### src/rtl/sram_pkg.sv
// Shared widths, bus-op encoding and packed-field helpers for the external SRAM port.
package sram_pkg;

  localparam int ADDR_W  = 18;
  localparam int DATA_W  = 16;
  localparam int MAX_REQ = 8;

  typedef enum logic [1:0] {
    OP_IDLE,
    OP_READ,
    OP_WRITE
  } busOp_e;

  // Callers zero-pad their packed vectors to MAX_REQ fields before extracting.
  function automatic logic [ADDR_W-1:0] addrField(input logic [MAX_REQ*ADDR_W-1:0] vec,
                                                  input int idx);
    return vec[idx*ADDR_W +: ADDR_W];
  endfunction

  function automatic logic [DATA_W-1:0] dataField(input logic [MAX_REQ*DATA_W-1:0] vec,
                                                  input int idx);
    return vec[idx*DATA_W +: DATA_W];
  endfunction

endpackage

### src/rtl/rr_arbiter.sv
// Round-robin picker: first requester at or after the pointer wins; the pointer
// moves past whichever requester the owner reports as granted.
module rr_arbiter #(
  parameter int WIDTH = 2
) (
  input  logic             clk,
  input  logic             reset,
  input  logic [WIDTH-1:0] req,
  input  logic             advance,
  input  logic [WIDTH-1:0] advGrant,
  output logic [WIDTH-1:0] grant
);

  localparam int PTR_W = (WIDTH > 1) ? $clog2(WIDTH) : 1;

  logic [PTR_W-1:0] ptr;
  logic [PTR_W-1:0] nextPtr;
  logic             found;

  always_comb begin
    grant = '0;
    found = 1'b0;
    for (int i = 0; i < WIDTH; i++) begin
      if (!found && req[i] && (i >= int'(ptr))) begin
        grant[i] = 1'b1;
        found    = 1'b1;
      end
    end
    for (int i = 0; i < WIDTH; i++) begin
      if (!found && req[i]) begin
        grant[i] = 1'b1;
        found    = 1'b1;
      end
    end
  end

  always_comb begin
    nextPtr = ptr;
    for (int i = 0; i < WIDTH; i++) begin
      if (advGrant[i]) nextPtr = (i == WIDTH - 1) ? '0 : PTR_W'(i + 1);
    end
  end

  always_ff @(posedge clk) begin
    if (reset) ptr <= '0;
    else if (advance) ptr <= nextPtr;
  end

endmodule

### src/rtl/sram_arbiter.sv
// SRAM arbiter: requester 0 has strict priority, the rest share round-robin,
// with a starvation override for the last requester and a read-to-write bubble.
module sram_arbiter
  import sram_pkg::*;
#(
  parameter int NUM_REQ      = 3,
  parameter int STARVE_LIMIT = 64
) (
  input  logic                      clk,
  input  logic                      reset,
  input  logic [NUM_REQ-1:0]        req,
  input  logic [NUM_REQ-1:0]        req_we,
  input  logic [NUM_REQ*ADDR_W-1:0] req_addr,
  input  logic [NUM_REQ*DATA_W-1:0] req_wdata,
  input  logic [NUM_REQ*2-1:0]      req_be,
  output logic [NUM_REQ-1:0]        ack,
  output logic [NUM_REQ-1:0]        rvalid,
  output logic [DATA_W-1:0]         rdata,
  output logic [ADDR_W-1:0]         ram_addr,
  output logic [DATA_W-1:0]         ram_dout,
  input  logic [DATA_W-1:0]         ram_din,
  output logic                      ram_ce,
  output logic                      ram_oe,
  output logic                      ram_we,
  output logic                      ram_lb,
  output logic                      ram_hb
);

  localparam int IDX_W = $clog2(NUM_REQ);
  localparam int CNT_W = $clog2(STARVE_LIMIT + 1);
  localparam int LAST  = NUM_REQ - 1;

  logic [NUM_REQ-2:0]        rrGrant;
  logic [NUM_REQ-1:0]        winOneHot;
  logic [IDX_W-1:0]          winIdx;
  logic                      starveWin;
  logic                      bubble;
  logic                      accepted;
  logic                      accWe;
  logic [ADDR_W-1:0]         selAddr;
  logic [DATA_W-1:0]         selData;
  logic [1:0]                selBe;
  logic [MAX_REQ*ADDR_W-1:0] addrPad;
  logic [MAX_REQ*DATA_W-1:0] dataPad;
  logic [CNT_W-1:0]          starveCnt;
  logic [NUM_REQ-1:0]        rdTag;
  busOp_e                    lastOp;

  always_comb begin
    addrPad = '0;
    addrPad[NUM_REQ*ADDR_W-1:0] = req_addr;
    dataPad = '0;
    dataPad[NUM_REQ*DATA_W-1:0] = req_wdata;
  end

  assign starveWin = req[LAST] && (starveCnt >= CNT_W'(STARVE_LIMIT));

  always_comb begin
    winOneHot = '0;
    if (starveWin) winOneHot[LAST] = 1'b1;
    else if (req[0]) winOneHot[0] = 1'b1;
    else winOneHot = {rrGrant, 1'b0};
  end

  always_comb begin
    winIdx = '0;
    for (int i = 0; i < NUM_REQ; i++) begin
      if (winOneHot[i]) winIdx = IDX_W'(i);
    end
  end

  // A write right behind a read is held off one cycle so the SRAM stops driving first.
  assign bubble   = (lastOp == OP_READ) && (|winOneHot) && req_we[winIdx];
  assign ack      = (reset || bubble) ? '0 : winOneHot;
  assign accepted = |ack;
  assign accWe    = req_we[winIdx];
  assign selAddr  = addrField(addrPad, int'(winIdx));
  assign selData  = dataField(dataPad, int'(winIdx));
  assign selBe    = req_be[int'(winIdx)*2 +: 2];

  rr_arbiter #(
    .WIDTH(NUM_REQ - 1)
  ) uRr (
    .clk     (clk),
    .reset   (reset),
    .req     (req[NUM_REQ-1:1]),
    .advance (|ack[NUM_REQ-1:1]),
    .advGrant(ack[NUM_REQ-1:1]),
    .grant   (rrGrant)
  );

  always_ff @(posedge clk) begin
    if (reset) begin
      lastOp    <= OP_IDLE;
      starveCnt <= '0;
      rdTag     <= '0;
      rvalid    <= '0;
      rdata     <= '0;
      ram_addr  <= '0;
      ram_dout  <= '0;
      ram_ce    <= 1'b0;
      ram_oe    <= 1'b0;
      ram_we    <= 1'b0;
      ram_lb    <= 1'b0;
      ram_hb    <= 1'b0;
    end else begin
      lastOp <= accepted ? (accWe ? OP_WRITE : OP_READ) : OP_IDLE;

      if (!req[LAST] || ack[LAST]) starveCnt <= '0;
      else if (starveCnt < CNT_W'(STARVE_LIMIT)) starveCnt <= starveCnt + 1'b1;

      // ram_din is captured at the end of the pin cycle, so rvalid lands two cycles after ack.
      rdTag  <= ack & ~req_we;
      rvalid <= rdTag;
      if (|rdTag) rdata <= ram_din;

      ram_ce <= accepted;
      ram_oe <= accepted && !accWe;
      ram_we <= accepted && accWe;
      if (accepted) begin
        ram_addr         <= selAddr;
        {ram_hb, ram_lb} <= selBe;
        if (accWe) ram_dout <= selData;
      end else begin
        {ram_hb, ram_lb} <= 2'b00;
      end
    end
  end

endmodule

### config.mk
export PLATFORM = sky130hd
export DESIGN_NAME = sram_arbiter
export DESIGN_NICKNAME = d
export VERILOG_FILES = /design/src/rtl/sram_pkg.sv /design/src/rtl/rr_arbiter.sv /design/src/rtl/sram_arbiter.sv
export SDC_FILE = /design/constraint.sdc
export NUM_CORES = 1
export LEC_CHECK = 0
export CELL_PAD_IN_SITES_DETAIL_PLACEMENT = 1
export CELL_PAD_IN_SITES_GLOBAL_PLACEMENT = 1
export CORE_ASPECT_RATIO = 1.4
export CORE_MARGIN = 8
export CORE_UTILIZATION = 28
export CTS_CLUSTER_SIZE = 14
export DETAILED_ROUTE_END_ITERATION = 8
export PLACE_DENSITY_LB_ADDON = 0.12
export SLEW_MARGIN = 15
export SYNTH_ARGS = -nofsm -noshare
export SYNTH_HDL_FRONTEND = slang
export SYNTH_HIERARCHICAL = 1
export SYNTH_SLANG_ARGS = --single-unit
### constraint.sdc
create_clock -name clk -period 2.58 [get_ports clk]
set_input_delay 0.516 -clock clk [delete_from_list [all_inputs] [get_ports clk]]
set_output_delay 0.516 -clock clk [all_outputs]
set_load 0.005 [all_outputs]
==> impl_metrics.toml <==
[worst_hold_path]
hold_path_depth = 2
whs_endpoint = "rdata[0]"
timing.hold.worst.start = "rdata[0]"
worst_hold_path_type = "flop to flop"

[run_status]
status = "completed"

[logic_synthesis]
avgSynthCellArea_um2 = 9.91
yosys_warnings = 6
mappedNetlistNets = 488
synthCells = 355
synth.lib_cells_used.distinct = 35
seq_total_area_yosys = 0.404
synth_seq_cells = 71
syn_area_um2 = 3520

[clock_tree]
cts_hold_buffers = 0
clkSlewWorstSetupHoldPaths_ps = 50
clkSinkCount = 71
clock_tree.htree_level_count = 3
cts-buffers-inserted = 9
worstSkewPairLatency_ps = 320
tritoncts = "done"
clock_tree.buffer_depth = 2
clock_root_buffer = "clkbuf_16"

[route]
route.antenna.remaining_nets = 0
vias = 3321
drt_iter0_markers = 60
detail_route.wl_per_cell_um = 17.3
drt-total-wl_um = 12400
viasPerCell = 4.64
drc = 0
drt_pass1_iterations = 4

[timing]
timing.clock.skew_ps = 5.54
final_hold_viols = 0
tightest_slew_ps = 687
finalWorstPathRequiredPeriod_ps = 2470
relSlewSlack = 0.542
grt_setup_unrepaired = "no"
final.period_utilization = 0.958
fmaxAchievable_ghz = 0.405
setup-violations-final = 0
drv_slew = 0

[critical_path]
worst_setup_path_end_kind = "primary output"
cp.arrival_ps = 1960
rr_worst_depth = 9
worstReg2RegEnd = "uRr/ptr"
cp_max_fo = 3
reg2reg_slack_ps = 400
critical_path.reg2reg.startpoint = "uRr/ptr"
timing.critical_path.required_ps = 2060
setup.worst_path.class = "input pin to primary output"
worstSetupStartpointType = "input pin"

[place]
globalplace.congestion = 0.755
number_of_port_buffers = 192
detailedPlacementHpwl_um = 9750
placement.cell_area_um2 = 5700

[power]
vdd.ir_drop.worst_uv = 264
cellPowerDensity_nw_per_um2 = 547
static-leakage-power_nw = 2.63

[global_routing]
overflow = 0
pin_count_of_the_biggest_net_entering_global_routing = 49
grt_pass1_wl_um = 19500
grtUsageTotal = 0.147
grt_pass1_vias = 3751
antenna_found_initial = 0

[die]
io_pins = 193
floorplan.die_area_um2 = 16500
dieWidth_um = 111
placementRows = 48
design.core.area_um2 = 12300
floorplan.initialDensity = 0.286
die_h_um = 149

[cells_and_area]
nFillCells = 1374
layout.cell_area.non_filler_um2 = 6060
final_layout_size_suffix_gt1_frac = 0.168
multi_input_comb_area_um2 = 1980
number_of_nets_in_the_layout = 694
final_util = 0.492
seq_area_um2 = 1420
areaGrowthSynthToFinish_pct = 72.4
antenna_diode_count = 0

[run]
max_cap_violations = 0
## logic make-up after synthesis
family,Yosys count,share of synthesized area
XOR/XNOR,5,0.0125
multiplexers,103,0.305
AND/OR/NAND/NOR,113,0.162
flip-flops,71,0.404
adder cells (fa/ha/maj),1,0.00356
buffers and inverters,31,0.0484
AO/OA/AOI/OAI,31,0.0644
## cell usage after synthesis (all sizes together)
cell type / count / share of area
or2: 1 / 0.0018
xor2: 3 / 0.0075
a2111oi: 1 / 0.0043
nand4b: 2 / 0.0050
o21ai: 2 / 0.0028
and2: 1 / 0.0018
xnor2: 2 / 0.0050
dfxtp: 71 / 0.40
mux2i: 69 / 0.20
a21oi: 19 / 0.027
or3: 1 / 0.0018
nor3: 6 / 0.0085
ha: 1 / 0.0036
o21bai: 1 / 0.0021
a21boi: 2 / 0.0043
a41o: 1 / 0.0028
a211oi: 1 / 0.0021
nor2b: 7 / 0.013
clkbuf: 9 / 0.0096
nand3b: 1 / 0.0021
buf: 14 / 0.030
inv: 8 / 0.0085
a311oi: 2 / 0.0085
o2111ai: 1 / 0.0075
nand2b: 36 / 0.064
nor2: 16 / 0.017
mux2: 34 / 0.11
a311o: 1 / 0.0028
nand2: 39 / 0.042
nor3b: 1 / 0.0021
nand3: 2 / 0.0028
## per-layer routing
metal,track usage,part of all wire,routed length (um),vias to the layer above
met5,0,0,0,-
met4,0.0515,0.013,167,0
met3,0.0476,0.070,866,13
met2,0.286,0.55,6840,117
met1,0.139,0.36,4510,1570
li1,-,-,-,1621
## power breakdown
group	leakage, nW	switching [mW]	internal, mW
sequential	0.585	0.0445	1.19
clock	0.165	0.451	0.879
combinational	1.89	0.261	0.490
## worst max-delay path: stages
cell and delay, ps:
clkbuf_2 110, a21boi_4 150, buf_4 140, a2111oi_4 300
nor2_1 80, a311o_1 400, nor2_2 110, buf_2 140
## area by class of cell
class | count | area share
Clock buffer | 14 | 0.0485
Inverter | 8 | 0.00495
Clock inverter | 2 | 0.00578
Multi-Input combinational cell | 253 | 0.326
Timing Repair Buffer | 218 | 0.349
Tap cell | 150 | 0.0310
Sequential cell | 71 | 0.235
## per-stage QoR
stage	hold slack [ps]	std cells	worst slack [ps]	TNS (ps)	power (mW)
final	450	716	108	0	3.32
after global routing	471	716	7.87	0	3.48
after CTS	455	716	13.6	0	3.38
after detailed placement	447	698	-843	-14130	2.02
after global placement	438	698	-766	-10500	2.00
after floorplan	448	355	247	0	1.54
## worst max path at each step
stage                     startpoint      to  cells after the start
after global routing          req[1]  ack[1]                      8
final                         req[1]  ack[1]                      8
after floorplan               req[1]  ack[1]                      6
after CTS                     req[2]  ack[2]                      7
after detailed placement      req[1]  ack[1]                      7
after global placement        req[2]  ack[1]                      7
## cell usage in the layout (no fill, tap or decap), types with 5 or more instances in the layout
| master | Yosys | routed |
|---|---|---|
| nor2_1 | 16 | 14 |
| dfxtp_1 | 71 | 70 |
| buf_4 | 2 | 23 |
| mux2_2 | 34 | 34 |
| nor3_1 | 6 | 6 |
| clkbuf_8 | 0 | 5 |
| mux2i_1 | 69 | 69 |
| nand2b_1 | 36 | 36 |
| a21oi_1 | 19 | 19 |
| inv_1 | 7 | 7 |
| nor2b_1 | 6 | 5 |
| clkdlybuf4s50_1 | 0 | 185 |
| nand2_1 | 39 | 39 |
| clkbuf_16 | 0 | 9 |
## repair_timing
item / in CTS / in global routing
setup buffers: 2 / 0
setup endpoints to repair: 9 / 3
endpoints found under the hold margin: 0 / 0
resized for setup: 23 / 6
pin swaps: 4 / 5
cloned: 0 / 0
## flip-flops by register name (all words and copies together), names as in the netlist, 2 cells and up
signal / count
ram_addr: 18
ram_dout: 16
rdata: 16
starveCnt: 7
rdTag: 3
rvalid: 3
lastOp: 2
(Power assumes the default switching activity.)
